## src/rtl/init_done_reset_seq.sv

```systemverilog
//------------------------------------------------------------------------------
// init_done_reset_seq
//
// Power-up reset sequencer for the fabric. It holds the fabric in reset until
// the device has finished power-on reset, device initialisation, both I/O bank
// calibrations and the clock-conditioning lock. It then waits a fixed settling
// delay and releases FABRIC_RESET_N. Loss of POR, calibration or lock drops
// the sequencer back to the matching wait state.
//
// Parameters
//   DELAY_CYCLES   : post-lock release delay in CLK cycles (1..255)
//   TIMEOUT_CYCLES : calibration/lock watchdog limit in CLK cycles (2..65535)
//
// Ports
//   CLK                 in   fabric clock, all logic on the rising edge
//   RESET               in   synchronous active-high reset
//   FABRIC_POR_N        in   async power-on-reset done
//   DEVICE_INIT_DONE    in   async device init complete
//   BANK_0_CALIB_STATUS in   async HSIO bank 0 calibration done
//   BANK_1_CALIB_STATUS in   async GPIO bank 1 calibration done
//   PLL_LOCK            in   async clock-conditioning lock
//   FABRIC_RESET_N      out  registered active-low fabric reset
//   READY               out  registered, high only while in RUN
//   STATE               out  current state encoding
//   TIMEOUT             out  sticky watchdog flag
//
// Build option
//   INIT_DONE_RESET_SEQ_TIMEOUT_EN : when defined, a 16-bit watchdog counts
//   cycles spent continuously in WAIT_CALIB/WAIT_LOCK and sets TIMEOUT once it
//   reaches TIMEOUT_CYCLES. When undefined, TIMEOUT is tied to 0.
//------------------------------------------------------------------------------
`timescale 1ns/1ps

module init_done_reset_seq #(
    parameter int unsigned DELAY_CYCLES   = 16,
    parameter int unsigned TIMEOUT_CYCLES = 1024
) (
    input  logic       CLK,
    input  logic       RESET,
    input  logic       FABRIC_POR_N,
    input  logic       DEVICE_INIT_DONE,
    input  logic       BANK_0_CALIB_STATUS,
    input  logic       BANK_1_CALIB_STATUS,
    input  logic       PLL_LOCK,
    output logic       FABRIC_RESET_N,
    output logic       READY,
    output logic [2:0] STATE,
    output logic       TIMEOUT
);

    // Out-of-range parameters are rejected at elaboration.
    if (DELAY_CYCLES < 1 || DELAY_CYCLES > 255 ||
        TIMEOUT_CYCLES < 2 || TIMEOUT_CYCLES > 65535) begin : g_param_check
        $error("init_done_reset_seq: DELAY_CYCLES or TIMEOUT_CYCLES out of range");
    end

    typedef enum logic [2:0] {
        ST_WAIT_POR   = 3'd0,
        ST_WAIT_INIT  = 3'd1,
        ST_WAIT_CALIB = 3'd2,
        ST_WAIT_LOCK  = 3'd3,
        ST_DELAY      = 3'd4,
        ST_RUN        = 3'd5
    } state_e;

    localparam logic [7:0] DLY_LOAD = 8'(DELAY_CYCLES - 1);

    //--------------------------------------------------------------------------
    // Two-flop synchronizers, one per asynchronous input.
    // Bit order: {lock, calib1, calib0, init, por_n}
    //--------------------------------------------------------------------------
    logic [4:0] async_in;
    logic [4:0] meta_q;
    logic [4:0] sync_q;

    assign async_in = {PLL_LOCK, BANK_1_CALIB_STATUS, BANK_0_CALIB_STATUS,
                       DEVICE_INIT_DONE, FABRIC_POR_N};

    always_ff @(posedge CLK) begin
        if (RESET) begin
            meta_q <= '0;
            sync_q <= '0;
        end else begin
            meta_q <= async_in;
            sync_q <= meta_q;
        end
    end

    logic por_s;
    logic init_s;
    logic calib_s;
    logic lock_s;

    assign por_s   = sync_q[0];
    assign init_s  = sync_q[1];
    assign calib_s = sync_q[2] & sync_q[3];
    assign lock_s  = sync_q[4];

    //--------------------------------------------------------------------------
    // Sequencer FSM
    //--------------------------------------------------------------------------
    state_e     state_q;
    state_e     state_d;
    logic [7:0] cnt_q;
    logic [7:0] cnt_d;

    always_ff @(posedge CLK) begin
        if (RESET) begin
            state_q <= ST_WAIT_POR;
            cnt_q   <= '0;
        end else begin
            state_q <= state_d;
            cnt_q   <= cnt_d;
        end
    end

    // Loss events are checked in priority order POR > calib > lock ahead of
    // any forward step. The delay counter is only meaningful in DELAY; it is
    // loaded on the transition into DELAY so a re-entry always restarts the
    // full settling period.
    always_comb begin
        state_d = state_q;
        cnt_d   = '0;
        case (state_q)
            ST_WAIT_POR: begin
                if (por_s) state_d = ST_WAIT_INIT;
            end
            ST_WAIT_INIT: begin
                if (!por_s)      state_d = ST_WAIT_POR;
                else if (init_s) state_d = ST_WAIT_CALIB;
            end
            ST_WAIT_CALIB: begin
                if (!por_s)       state_d = ST_WAIT_POR;
                else if (calib_s) state_d = ST_WAIT_LOCK;
            end
            ST_WAIT_LOCK: begin
                if (!por_s) begin
                    state_d = ST_WAIT_POR;
                end else if (lock_s) begin
                    state_d = ST_DELAY;
                    cnt_d   = DLY_LOAD;
                end
            end
            ST_DELAY: begin
                if (!por_s)             state_d = ST_WAIT_POR;
                else if (!calib_s)      state_d = ST_WAIT_CALIB;
                else if (!lock_s)       state_d = ST_WAIT_LOCK;
                else if (cnt_q == 8'd0) state_d = ST_RUN;
                else                    cnt_d   = cnt_q - 8'd1;
            end
            ST_RUN: begin
                if (!por_s)        state_d = ST_WAIT_POR;
                else if (!calib_s) state_d = ST_WAIT_CALIB;
                else if (!lock_s)  state_d = ST_WAIT_LOCK;
            end
            default: state_d = ST_WAIT_POR;
        endcase
    end

    //--------------------------------------------------------------------------
    // Output register: follows STATE==RUN one cycle later.
    //--------------------------------------------------------------------------
    logic run_q;
    logic run_d;

    assign run_d = (state_q == ST_RUN);

    always_ff @(posedge CLK) begin
        if (RESET) run_q <= 1'b0;
        else       run_q <= run_d;
    end

    assign FABRIC_RESET_N = run_q;
    assign READY          = run_q;
    assign STATE          = state_q;

`ifdef INIT_DONE_RESET_SEQ_TIMEOUT_EN
    //--------------------------------------------------------------------------
    // Watchdog: counts consecutive cycles in WAIT_CALIB/WAIT_LOCK (treated as
    // one window) and latches TIMEOUT once the limit is reached. It only
    // observes the FSM; it never influences a transition.
    //--------------------------------------------------------------------------
    logic [15:0] wd_q;
    logic [15:0] wd_d;
    logic        to_q;
    logic        to_d;
    logic        in_window;

    assign in_window = (state_q == ST_WAIT_CALIB) || (state_q == ST_WAIT_LOCK);

    always_comb begin
        wd_d = '0;
        to_d = to_q;
        if (in_window) begin
            wd_d = (wd_q == 16'hFFFF) ? wd_q : wd_q + 16'd1;
            if ((17'(wd_q) + 17'd1) >= 17'(TIMEOUT_CYCLES)) to_d = 1'b1;
        end
    end

    always_ff @(posedge CLK) begin
        if (RESET) begin
            wd_q <= '0;
            to_q <= 1'b0;
        end else begin
            wd_q <= wd_d;
            to_q <= to_d;
        end
    end

    assign TIMEOUT = to_q;
`else
    assign TIMEOUT = 1'b0;
`endif

endmodule

```

## config.mk

```make
export PLATFORM = sky130hd
export DESIGN_NAME = init_done_reset_seq
export DESIGN_NICKNAME = d
export VERILOG_FILES = /design/src/rtl/init_done_reset_seq.sv
export SDC_FILE = /design/constraint.sdc
export NUM_CORES = 1
export LEC_CHECK = 0
export ABC_AREA = 1
export CAP_MARGIN = 20
export CORE_MARGIN = 2
export CORE_UTILIZATION = 52
export DETAILED_ROUTE_END_ITERATION = 8
export GPL_TIMING_DRIVEN = 0
export PLACE_DENSITY_LB_ADDON = 0.1
export SYNTH_ARGS = -nofsm -noshare
export SYNTH_HDL_FRONTEND = slang
export SYNTH_SLANG_ARGS = --single-unit
```

## constraint.sdc

```tcl
create_clock -name CLK -period 1.9 [get_ports CLK]
set_clock_uncertainty 0.15 [all_clocks]
set_input_delay 0.38 -clock CLK [delete_from_list [all_inputs] [get_ports CLK]]
set_output_delay 0.38 -clock CLK [all_outputs]
set_load 0.03 [all_outputs]
```

==> flow_summary.toml, run 1 <==
[floorplan]
core-area_sq_um = 1780
die_h_um = 48.0
die_area_sq_um = 2300
ios = 13
start_util = 0.565
num_rows = 15
die_x_um = 48.0

[layout]
fillerInstances = 159
final_common_cell = "nor2_1"
diodes = 0
layout_common_cells = "27 x nor2_1, 24 x inv_1, 22 x dfxtp_1"
fin_nets = 162
area_growth_pct = 19.0
utilization = 0.672
design_area_sq_um = 1200
drive_above_1_share = 0.138

[timing]
period_share = 0.938
period_minus_slack_ns = 1.78
rsz0062_at_grt = "false"
final_hold_viol_count = 0
setup_viol_count_final = 0
worst_slack_ns = 0.119
tns_ns = 0
max_freq_mhz = 561
slew_viol_final = 0

[worst_setup_path]
r2r-start = "cnt_q[0]"
end_kind = "output pin"
cp_slowest_cell = "dfxtp_1"
arrival_ns = 1.25
crit_type = "reg -> out"
max_stage_delay_ns = 0.51
crit_chain = "dlygate4sd2_1"
critPathBufInv = 1
rr_worst_depth = 9
ff2ff_setup_slack_ns = 0.34
cp.required_ns = 1.37
critPathCapture = "STATE[0]"
critPathMaxFanout = 8
path_depth = 1
critPathLaunchType = "flop"
startpoint = "STATE[0]"
critPathTopFamily = "flip-flops"
timing.rr.end = "STATE[1]"

[routing]
drtPass1Iterations = 4
via_per_inst = 4.55
wl_um = 1600
drc = 0
drt-initial-drc-count = 14
vias = 805
ant_nets = 0
routedWlPerCell_um = 9.06

[clock_network]
clock_path_buffers = 2
cts_setup_buffers = 0
root_buffer = "clkbuf_4"
cts_made_buffers = 3
clock-sinks = 22
clk_latency_ns = 0.30
clk_pin_slew_ns = 0.12
tritoncts = "done"
htree_levels = 1

[synthesis]
yosys.cell_types.count = 21
seq_area_frac_synth = 0.437
syn-cell-area_sq_um = 1010
synth-edff-count = 0
synth_area_per_cell_sq_um = 7.35
syn_nets = 146
synthArstFlopShare = 0
synth_cells = 137
ys_warn_count = 0
ys_ff_latch = 22
ys.flop_type = "dfxtp_1"

[placement]
hpwl_um = 1240
dp_slack_ns = 0.118
portBuffers = 11
placed_cell_area_sq_um = 1150
place_congestion = 0.857

[power]
ir_drop_uv = 670
power_switching_uw = 491
comb_power_share = 0.339
leakagePower_uw = 0.000628
swShare = 0.355
p_int_uw = 891
seq_power_share = 0.408
power.share.clock = 0.253
power_density_nw_per_um2 = 1150

[global_routing]
antenna_found_initial = 0
grt_use_total = 0.182
grt_max_degree = 14
overflow = 0
grt_pass1_vias = 716
grt_pass1_wl_um = 2880

[run]
max_cap_viol_count = 0

[hold_path]
hp-class = "reg -> reg"

[status]
status = "finished clean"
==> state kept, by name, summed over array words and instances (netlist names) <==
signal	flops
cnt_q	8
meta_q	5
sync_q	5
STATE	3
FABRIC_RESET_N	1
==> what timing repair did <==
item,in CTS,in global routing
hold buffers,0,0
gates resized for setup,4,1
setup endpoints to repair,4,1
pin swaps,0,0
==> layer usage <==
layer  track usage  vias up  part of all wire
met5             0        -                 0
met4        0.0703        0            0.0094
met3        0.0528        2             0.047
met2         0.277       17              0.44
met1         0.243      341              0.50
li1              -      445                 -
==> metrics by stage <==
| stage | instances | hold slack [ns] | power [uW] |
|---|---|---|---|
| after floorplan | 137 | 0.238 | 932 |
| after global placement | 173 | 0.239 | 1050 |
| after detailed placement | 173 | 0.242 | 1060 |
| after CTS | 177 | 0.260 | 1400 |
| after global routing | 177 | 0.289 | 1480 |
| final | 177 | 0.260 | 1380 |
==> cells by family (layout without fill, tap and decap cells) <==
group	Yosys count	in the layout	synth area share
AND/OR/NAND/NOR	67	67	0.306
buffers and inverters	29	44	0.116
flip-flops	22	22	0.437
AO/OA/AOI/OAI	10	10	0.0609
XOR/XNOR	6	6	0.0522
adder cells (fa/ha/maj)	2	2	0.0248
other	1	1	0.00372
==> how the worst min path moves through the flow <==
stage,startpoint,to,cells after the start
global route,meta_q[2],sync_q[2],2
CTS,meta_q[0],sync_q[0],2
finish,meta_q[2],sync_q[2],2
detailed placement,meta_q[0],sync_q[0],2
global placement,meta_q[2],sync_q[2],2
floorplan,meta_q[0],sync_q[0],2
==> area by class of cell <==
cell class	count	area (sq um)	area share
clock buffer	3	22.5	0.0188
timing repair buffer	11	108	0.0898
buffer	3	18.8	0.0157
tap	25	31.3	0.0261
multi-input combinational	86	450	0.376
clock inverter	1	30.0	0.0251
inverter	26	97.6	0.0814
sequential	22	440	0.367
==> power by group through the flow <==
stage               clock network (uW)  logic (uW)  registers, uW
floorplan                            0         309            623
global placement                     0         478            575
detailed placement                   0         486            576
CTS                                361         472            564
global route                       381         531            569
finish                             349         469            564
==> worst min-delay path: cells and delay by family, from the launching register on <==
family	cells	cell delay (ns)
DFF	1	0.32
buffers and inverters	1	0.04
and+or+nand+nor	1	0.03
==> synth_stat cells (4+ instances only) <==
master   count  area [sq um]
nor2_1      27           101
inv_1       24          90.1
dfxtp_1     22           440
nand2_1     13          48.8
nand3_1      8          40.0
nor2_2       7          43.8
o21ai_1      6          30.0
nor3_1       5          25.0
xor2_1       5          43.8
nand2_2      4          25.0
(Power assumes the default switching activity.)
==> inputs of run 2 (changes only) <==
--- a/config.mk
+++ b/config.mk
@@ -8,7 +8,8 @@
 export ABC_AREA = 1
 export CAP_MARGIN = 20
 export CORE_MARGIN = 2
-export CORE_UTILIZATION = 52
+export CORE_UTILIZATION = 56
+export CTS_BUF_LIST = sky130_fd_sc_hd__clkbuf_4
 export DETAILED_ROUTE_END_ITERATION = 8
 export GPL_TIMING_DRIVEN = 0
 export PLACE_DENSITY_LB_ADDON = 0.1
==> run 2 against run 1 <==
Core utilization rose by 1.3 points. Power down 11%. Register-to-register slack better by 0.02 ns. Sequential share of layout area is 0.90 points higher. Non-clock buffer count did not move. Combinational power fell by 1%. Wire length shrank 1.6%. Fmax down 2.4%. Critical path depth unchanged. Critical path type unchanged.
==> flow_summary.toml, run 2 (synthesis results as in run 1) <==
[status]
status = "finished clean"

[worst_setup_path]
r2r-start = "cnt_q[0]"
crit_chain = "clkdlybuf4s50_1"
critPathTopFamily = "buffers and inverters"
cp.required_ns = 1.37
ff2ff_setup_slack_ns = 0.36
path_depth = 1
timing.rr.end = "STATE[1]"
crit_type = "reg -> out"
critPathMaxFanout = 2
max_stage_delay_ns = 0.66
critPathCapture = "FABRIC_RESET_N"
end_kind = "output pin"
startpoint = "FABRIC_RESET_N"
cp_slowest_cell = "clkdlybuf4s50_1"
rr_worst_depth = 9
arrival_ns = 1.30
critPathBufInv = 1
critPathLaunchType = "flop"

[placement]
portBuffers = 11
place_congestion = 0.801
placed_cell_area_sq_um = 1150
hpwl_um = 1270

[timing]
period_share = 0.961
slew_viol_final = 0
rsz0062_at_grt = "false"
max_freq_mhz = 548
tns_ns = 0
setup_viol_count_final = 0
period_minus_slack_ns = 1.83
final_hold_viol_count = 0

[global_routing]
grt_pass1_vias = 724
grt_use_total = 0.194
grt_max_degree = 13
antenna_found_initial = 0
overflow = 0
grt_pass1_wl_um = 2940

[clock_network]
cts_made_buffers = 3
htree_levels = 1
root_buffer = "clkbuf_4"
tritoncts = "done"
clk_pin_slew_ns = 0.12
clock_path_buffers = 2
clock-sinks = 22
cts_setup_buffers = 0
clk_latency_ns = 0.30

[layout]
drive_above_1_share = 0.132
area_growth_pct = 16.1
fin_nets = 162
largest_register_ffs = 8
final_common_cell = "nor2_1"
reg_top3 = "cnt_q: 8 flops, meta_q: 5 flops, sync_q: 5 flops"
top_register = "cnt_q"
design_area_sq_um = 1170
layout_common_cells = "27 x nor2_1, 24 x inv_1, 22 x dfxtp_1"
diodes = 0

[power]
power_density_nw_per_um2 = 1060
leakagePower_uw = 0.000597
ir_drop_uv = 691

[floorplan]
die_x_um = 46.4
core-area_sq_um = 1710
die_h_um = 46.4
start_util = 0.590
num_rows = 15
die_area_sq_um = 2150
ios = 13

[routing]
routedWlPerCell_um = 8.92
drt-initial-drc-count = 20
via_per_inst = 4.63
m1WireLength_um = 784
met2WireLength_um = 723
wl_met3_um = 59
wl_um = 1580
highest_layer = "met4"
ant_nets = 0
vias = 819
drtPass1Iterations = 4
drc = 0

[hold_path]
hp-class = "reg -> reg"
holdPathStages = 2

[run]
max_cap_viol_count = 0
## run 2: cell count changes in the layout (fill, tap and decap cells not counted)
cell | before | now
bufinv_16 | 1 | 0
clkinv_1 | 0 | 1
dlymetal6s2s_1 | 1 | 0
clkdlybuf4s50_1 | 6 | 7
## run 2: layout make-up
type                            instances  area [sq um]
Buffer                                  3          18.8
Clock buffer                            3          22.5
Clock inverter                          1          3.75
Fill cell                             157           538
Inverter                               26          97.6
Multi-Input combinational cell         86           450
Sequential cell                        22           440
Tap cell                               25          31.3
Timing Repair Buffer                   11           105
## run 2: through the flow
step	cells	setup WS, ns	utilization	hold slack, ns	total power [uW]
after floorplan	137	0.337	-	0.238	932
after global placement	173	0.126	0.673	0.239	1050
final	177	0.0742	0.685	0.257	1230
after global routing	177	0.00390	0.685	0.278	1330
after CTS	177	0.0528	0.685	0.259	1250
after detailed placement	173	0.129	0.673	0.242	1060
## run 2: how the worst min path moves through the flow
stage,from,end,slack [ns]
after global placement,meta_q[2],sync_q[2],0.24
after CTS,meta_q[1],sync_q[1],0.26
after detailed placement,meta_q[1],sync_q[1],0.24
after floorplan,meta_q[0],sync_q[0],0.24
final,meta_q[1],sync_q[1],0.26
after global routing,meta_q[2],sync_q[2],0.28
## run 2: report_power, final
| group | internal [uW] | total (uW) | switching (uW) |
|---|---|---|---|
| Combinational | 176 | 462 | 287 |
| Sequential | 503 | 565 | 62.6 |
| Clock | 76.4 | 207 | 131 |
## run 2: per-layer routing
metal	vias to the layer above	GRT usage
met5	-	0
met2	17	0.303
met4	0	0.0857
li1	444	-
met1	356	0.251
met3	2	0.0471
## run 2: timing repair
action | 4_1_cts | 5_1_grt
endpoints found under the hold margin | 0 | 0
endpoints found under the setup margin | 4 | 0
hold buffers | 0 | 0
gates resized for setup | 4 | 0
